`src/rtl/s_wb_sched.sv`:
```
// s_wb_sched: S-register writeback scheduler using a delay-indexed shift of result slots
module s_wb_sched #(
  parameter int NSREG = 8,
  parameter int MAXD  = 15
) (
  input  logic                     clk,
  input  logic                     rst,
  input  logic                     i_issue,
  input  logic                     i_dest_en,
  input  logic [$clog2(NSREG)-1:0] i_dest,
  input  logic [3:0]               i_delay,
  input  logic [4:0]               i_src,
  output logic                     o_accept,
  output logic                     o_illegal,
  output logic                     o_s_wr_en,
  output logic [$clog2(NSREG)-1:0] o_s_wr_addr,
  output logic [4:0]               o_s_wr_src,
  output logic [NSREG-1:0]         o_s_busy,
  output logic                     o_idle
);
  localparam int AW = $clog2(NSREG);
  logic [MAXD:1]   v;
  logic [AW-1:0]   addr [1:MAXD];
  logic [4:0]      src  [1:MAXD];
  logic [NSREG-1:0] busy;
  logic [MAXD+1:0] v_ext;
  logic            slot_conf;
  logic            fire;
  // s[d+1] shifts into s[d] this cycle, so a valid s[d+1] blocks writing s[d]
  assign v_ext       = {1'b0, v, 1'b0};
  assign slot_conf   = v_ext[5'(i_delay) + 5'd1];
  assign o_illegal   = i_issue && i_dest_en && i_delay == 4'd0;
  assign fire        = i_issue && i_dest_en && i_delay != 4'd0 && !slot_conf && !busy[i_dest];
  assign o_accept    = !i_issue || !i_dest_en || i_delay == 4'd0 || fire;
  assign o_s_wr_en   = v[1];
  assign o_s_wr_addr = v[1] ? addr[1] : '0;
  assign o_s_wr_src  = v[1] ? src[1] : '0;
  assign o_s_busy    = busy;
  assign o_idle      = ~|v;
  always_ff @(posedge clk) begin
    if (rst) begin
      v    <= '0;
      busy <= '0;
    end else begin
      v    <= {1'b0, v[MAXD:2]};
      busy <= (busy & ~(v[1] ? NSREG'(1) << addr[1] : '0)) | (fire ? NSREG'(1) << i_dest : '0);
      if (fire) v[i_delay] <= 1'b1;
    end
  end
  always_ff @(posedge clk) begin
    for (int k = 1; k < MAXD; k++) begin
      addr[k] <= addr[k+1];
      src[k]  <= src[k+1];
    end
    if (fire) begin
      addr[i_delay] <= i_dest;
      src[i_delay]  <= i_src;
    end
  end
endmodule

```
`config.mk`:
```
export PLATFORM = sky130hd
export DESIGN_NAME = s_wb_sched
export DESIGN_NICKNAME = d
export VERILOG_FILES = /design/src/rtl/s_wb_sched.sv
export SDC_FILE = /design/constraint.sdc
export NUM_CORES = 1
export LEC_CHECK = 0
export CAP_MARGIN = 10
export CORE_MARGIN = 2
export CORE_UTILIZATION = 55
export CTS_CLUSTER_SIZE = 12
export DETAILED_ROUTE_END_ITERATION = 8
export DONT_BUFFER_PORTS = 1
export PLACE_DENSITY = 0.81
export RECOVER_POWER = 25
export SYNTH_ARGS = -nofsm -noshare
export SYNTH_HDL_FRONTEND = slang
export SYNTH_SLANG_ARGS = --single-unit
export TNS_END_PERCENT = 20
```
`constraint.sdc`:
```
create_clock -name clk -period 3.6 [get_ports clk]
set_input_delay 0.72 -clock clk [delete_from_list [all_inputs] [get_ports clk]]
set_output_delay 0.72 -clock clk [all_outputs]
set_load 0.05 [all_outputs]
```
======== Word level (Yosys, flattened, before mapping) ========
Memory sizes are Yosys's and may differ from the RTL's.
Cells that the tools add are included.
word-level totals
  word-level logic and storage cells ...... 48
  register bits ........................... 23
  output and inout bits ................... 20
  memories ................................ 2
  bits in writable memories ............... 120
  input port bits ......................... 16
operators by class
  add/subtract/negate cells ............... 1
  bitwise gates (word level) .............. 5
  mux-type cells .......................... 13
  reduce and logical (&&, ||, !) cells .... 18
  order comparisons ....................... 4
  shift operators ......................... 2
memories
  name  words  width  read ports  clocked after memory_dff  write ports  line  text
  src   15     5      15          0                         15           24    logic [4:0] src [1:MAXD];
  addr  15     3      15          0                         15           23    logic [AW-1:0] addr [1:MAXD];
operators by type and width
  operator               count
  $mux W8                2
  $shl A1 B3 Y8 const A  2
  $or A14 B15 Y15        1
  $reduce_or A15 Y1      1
  $mux W14               1
  $and A8 B8 Y8          1
  $not A8 Y8             1
  $or A8 B8 Y8           1
  $logic_and A1 B1 Y1    6
  $lt A5 B6 Y1 const B   1
  $add A4 B1 Y5 const B  1
  $bmux W1 S5            1
  $logic_not A1 Y1       5
  $lt A4 B5 Y1 const B   1
  $mux W1                5
  $mux W5                1
  $demux W1 S4           1
  $ge A4 B1 Y1 const B   1
  $logic_not A4 Y1       1
  $lt A3 B4 Y1 const B   1
  $reduce_bool A4 Y1     1
  $bmux W1 S3            1
  $logic_or A1 B1 Y1     3
  $mux W3                1
  2 further kinds        2

======== Longest topological paths before layout ========
  word-level depth ........................ 8
  mapped depth ............................ 10
  mapped depth without buffers ............ 8

======== Worst setup path after synthesis ========
Ideal clock, no wire load.
  kind .................................... input to output
  start point ............................. input i_delay[0]
  end point ............................... output o_accept
  arrival time ............................ 2.747 ns
  required time ........................... 2.880 ns
  setup slack ............................. 0.133 ns
  buffers on the path ..................... 1
  cell stages on the path ................. 8
  path through ............................ ha_1 buf_4 xnor2_1 mux4_2 and2_1 o31ai_4 o21ai_0 nand3_1
on the way
  word-level cells in the longest chain between the ends .. 7
  elaborated cells on any way between the ends .. 11
  classes of those cells .................. add/sub: 1; mux: 2; reduce/logical: 8
ends and longest elaborated chain
  what                              line  text
  start: declaration                11    input logic [3:0] i_delay,
  $add A4 B1 Y5                     31    assign slot_conf = v_ext[5'(i_delay) + 5'd1];
  $bmux W1 S5                       31
  $mux W1 (not written as such)     31
  $logic_not A1 Y1                  33    assign fire = i_issue && i_dest_en && i_delay != 4'd0 && !slot_conf && !busy[i_dest];
  $logic_and A1 B1 Y1 (2 in a row)  33
  $logic_or A1 B1 Y1 (*)            34    assign o_accept = !i_issue || !i_dest_en || i_delay == 4'd0 || fire;
  end: declaration                  13    output logic o_accept,
Mark *: on every way between the ends. The rest lies on a longest branch, timed or not. The select of a mux whose other input is x is not followed.

======== Final worst setup path ========
Same ends and word-level chain as after synthesis.

==> results.sh <==
export IMPL_synth_most_common_cell="dfxtp_1"
export IMPL_syn_nets=429
export IMPL_clockBufferDepth=2
export IMPL_synthAdderAreaFrac_pct=0.9522
export IMPL_rsz0062_at_grt="false"
export IMPL_violations="capacitance limit, slew limit"
export IMPL_grt_pass1_wl_um=17090
export IMPL_synth_seq_cells=143
export IMPL_arrival_ns=2.63
export IMPL_synth_top_area_share_pct=51.42
export IMPL_vias_per_cell=5.666
export IMPL_place_inst=531
export IMPL_synth_top_family_by_area="multiplexers"
export IMPL_final_min_clock_period_ns=3.351
export IMPL_vias=3190
export IMPL_relSlewSlack_pct=-1.046
export IMPL_placed_area_um2=5433
export IMPL_grt_antenna_before_repair=0
export IMPL_critPathLaunchType="input port"
export IMPL_tightest_slew_ns=1.500
export IMPL_vdd_drop_max_mv=0.4512
export IMPL_final_cell_count_no_fill=563
export IMPL_slew_violations=1
export IMPL_total_power_w=0.003544
export IMPL_postSynthCellCount=409
export IMPL_nNetsFinal=441
export IMPL_cts_tree="done"
export IMPL_num_antenna_cells=0
export IMPL_grt_pass1_vias=3284
export IMPL_r2r_end="addr[9][1]$_DFF_P_"
export IMPL_wire_per_inst_um=19.45
export IMPL_fin_util_pct=64.89
export IMPL_fmax_ghz=0.2984
export IMPL_critPathKind="in -> out"
export IMPL_fp_dieW_um=101.8
export IMPL_syn_area_um2=5256
export IMPL_worst_hold_path_num_cells=1
export IMPL_routed_wirelength_um=10950
export IMPL_hold_path_startpoint="rst"
export IMPL_crit_required_ns=2.88
export IMPL_grt_start_max_net_pins=22
export IMPL_synth_ff_type="dfxtp_1"
export IMPL_rr_startpoint="o_s_busy[2]$_SDFF_PP0_"
export IMPL_cp_end_kind="output pin"
export IMPL_p_per_area_nw_per_um2=591.1
export IMPL_hold_viol=0
export IMPL_muxShareOfSynthArea_pct=26.95
export IMPL_initial_core_util_pct=56.89
export IMPL_nFillCells=644
export IMPL_async_flop_share_pct=0
export IMPL_h_tree_depth=4
export IMPL_numCtsBuffers=17
export IMPL_seqCellArea_um2=2943
export IMPL_synth_area_per_cell_um2=12.85
export IMPL_dp_hpwl_um=6714
export IMPL_min_path_type="in -> reg"
export IMPL_numPortBuffers=0
export IMPL_grtUsageTotal_pct=22.37
export IMPL_multi_input_area_um2=2141
export IMPL_synth_edf_count=8
export IMPL_p_leak_nw=2.380
export IMPL_design_die_area_um2=10360
export IMPL_clkLatencyLatePin_ns=0.52
export IMPL_netlist_cell_type_count=41
export IMPL_ff2ff_setup_slack_ns=0.35
export IMPL_hold_end="v[1]$_SDFF_PP0_"
export IMPL_skew_ns=0.007974
export IMPL_post_cts_buffers=0
export IMPL_maxCapViolCount=1
export IMPL_r2r_cells=7
export IMPL_synth_simple_gate_area_share_pct=7.474
export IMPL_firstDrtPassIters=5
export IMPL_gp_congestion=0.8857
export IMPL_ioPinCount=36
export IMPL_fin_area_um2=5996
export IMPL_ys_top_cells_by_count="dfxtp_1, mux2_2, inv_1"
export IMPL_cts_resized=0
export IMPL_cp_max_fo=10
export IMPL_tns_ns=0
export IMPL_synthXorXnorAreaFrac_pct=0.3333
export IMPL_coreArea_um2=9240
export IMPL_setup_viol=0
export IMPL_clock_sinks=143
export IMPL_cts_root_buf="clkbuf_8"
export IMPL_placementRows=35
export IMPL_route_detailed_drc=0
export IMPL_cts_hold_buffers=0
export IMPL_status="complete, but fails checks"
export IMPL_path_clk_slew_ns=0.06
export IMPL_synth_compound_area_share_pct=5.213
export IMPL_yosysWarnings=0
export IMPL_synthToLayoutAreaGrowth_pct=14.07
export IMPL_gr_total_overflow=0
export IMPL_final_antenna_net_count=0
export IMPL_yosysTopAreaCell="dfxtp_1"
export IMPL_period_share_pct=93.07
export IMPL_seq_area_frac_synth_pct=55.99
export IMPL_drt_iter0_drc=96
export IMPL_drive_above_1_share_pct=38.48
export IMPL_synthTopCellsByArea="dfxtp_1, mux2_2, edfxtp_1"
export IMPL_die_h_um=101.8
-- where the power goes --
part | leakage, nW | switching [W] | internal, W | total [W]
Clock | 0.290 | 0.000667 | 0.00107 | 0.00174
Sequential | 1.20 | 0.0000164 | 0.00165 | 0.00167
Combinational | 0.887 | 0.0000729 | 0.0000669 | 0.000140
-- layout by cell type, fill, tap and decap left out, types with 3 or more instances in the layout --
cell / netlist / routed
o41ai_1: 8 / 8
o211ai_1: 4 / 4
inv_1: 18 / 18
nand3_1: 3 / 5
nand2_1: 15 / 15
nor4_1: 3 / 3
nand4b_2: 4 / 4
a21oi_1: 13 / 13
clkbuf_8: 0 / 3
edfxtp_1: 8 / 8
dfxtp_1: 135 / 135
and2_0: 0 / 8
clkbuf_1: 13 / 8
nor2_1: 7 / 7
clkinv_4: 0 / 3
mux4_2: 4 / 4
ha_1: 4 / 4
clkbuf_16: 0 / 17
o311ai_0: 4 / 4
mux2_2: 116 / 116
buf_4: 2 / 5
nand2b_1: 3 / 3
-- final cells by class --
cell class                 count  share of cell area (%)
sequential                   143                   49.08
multi-input combinational    228                   35.71
clock buffer                  21                   7.846
tap                          129                   2.692
clock inverter                11                   2.149
timing repair buffer          13                   1.398
inverter                      18                   1.127
-- state kept, by name (all words and copies together) (netlist names) --
| register | count |
|---|---|
| addr | 45 |
| v | 15 |
| src | 75 |
| o_s_busy | 8 |
-- routing by layer --
metal  GRT usage, %  wire length [um]  up-vias
met3          6.142               493       22
met1          27.78              4854     1588
met5              0                 0        -
met2          37.04              5369       86
li1               -                 -     1494
met4          8.732               234        0
-- logic make-up after synthesis --
group | count (synthesis)
AOI/OAI and AO/OA | 38
xor gates and xnor gates | 2
adders and majority gates | 4
buffers and inverters | 38
DFF | 143
muxes | 122
and+or+nand+nor | 62
-- worst max-delay path, stage by stage --
cell,delay [ns]
ha_1,0.29
xnor2_1,0.36
mux4_2,0.35
and2_0,0.26
o31ai_4,0.22
o21ai_0,0.13
nand3_1,0.15
buf_12,0.15
-- metrics by stage --
stage / setup slack, ns / hold slack [ns]
after floorplan: 0.1331 / 0.4290
after global placement: 0.3547 / 0.4350
after detailed placement: 0.3315 / 0.4396
after CTS: 0.3239 / 0.2527
after global routing: 0.1249 / 0.2513
final: 0.2493 / 0.2681
-- worst max path at each step --
stage	from	to	slack [ns]	cells after the start
floorplan	i_delay[0]	o_accept	0.13	8
global placement	i_delay[0]	o_accept	0.35	8
detailed placement	i_delay[0]	o_accept	0.33	8
CTS	i_delay[0]	o_accept	0.32	8
global route	i_delay[0]	o_accept	0.12	8
finish	i_delay[0]	o_accept	0.25	8
No activity file was read; power rests on OpenSTA's default activity.
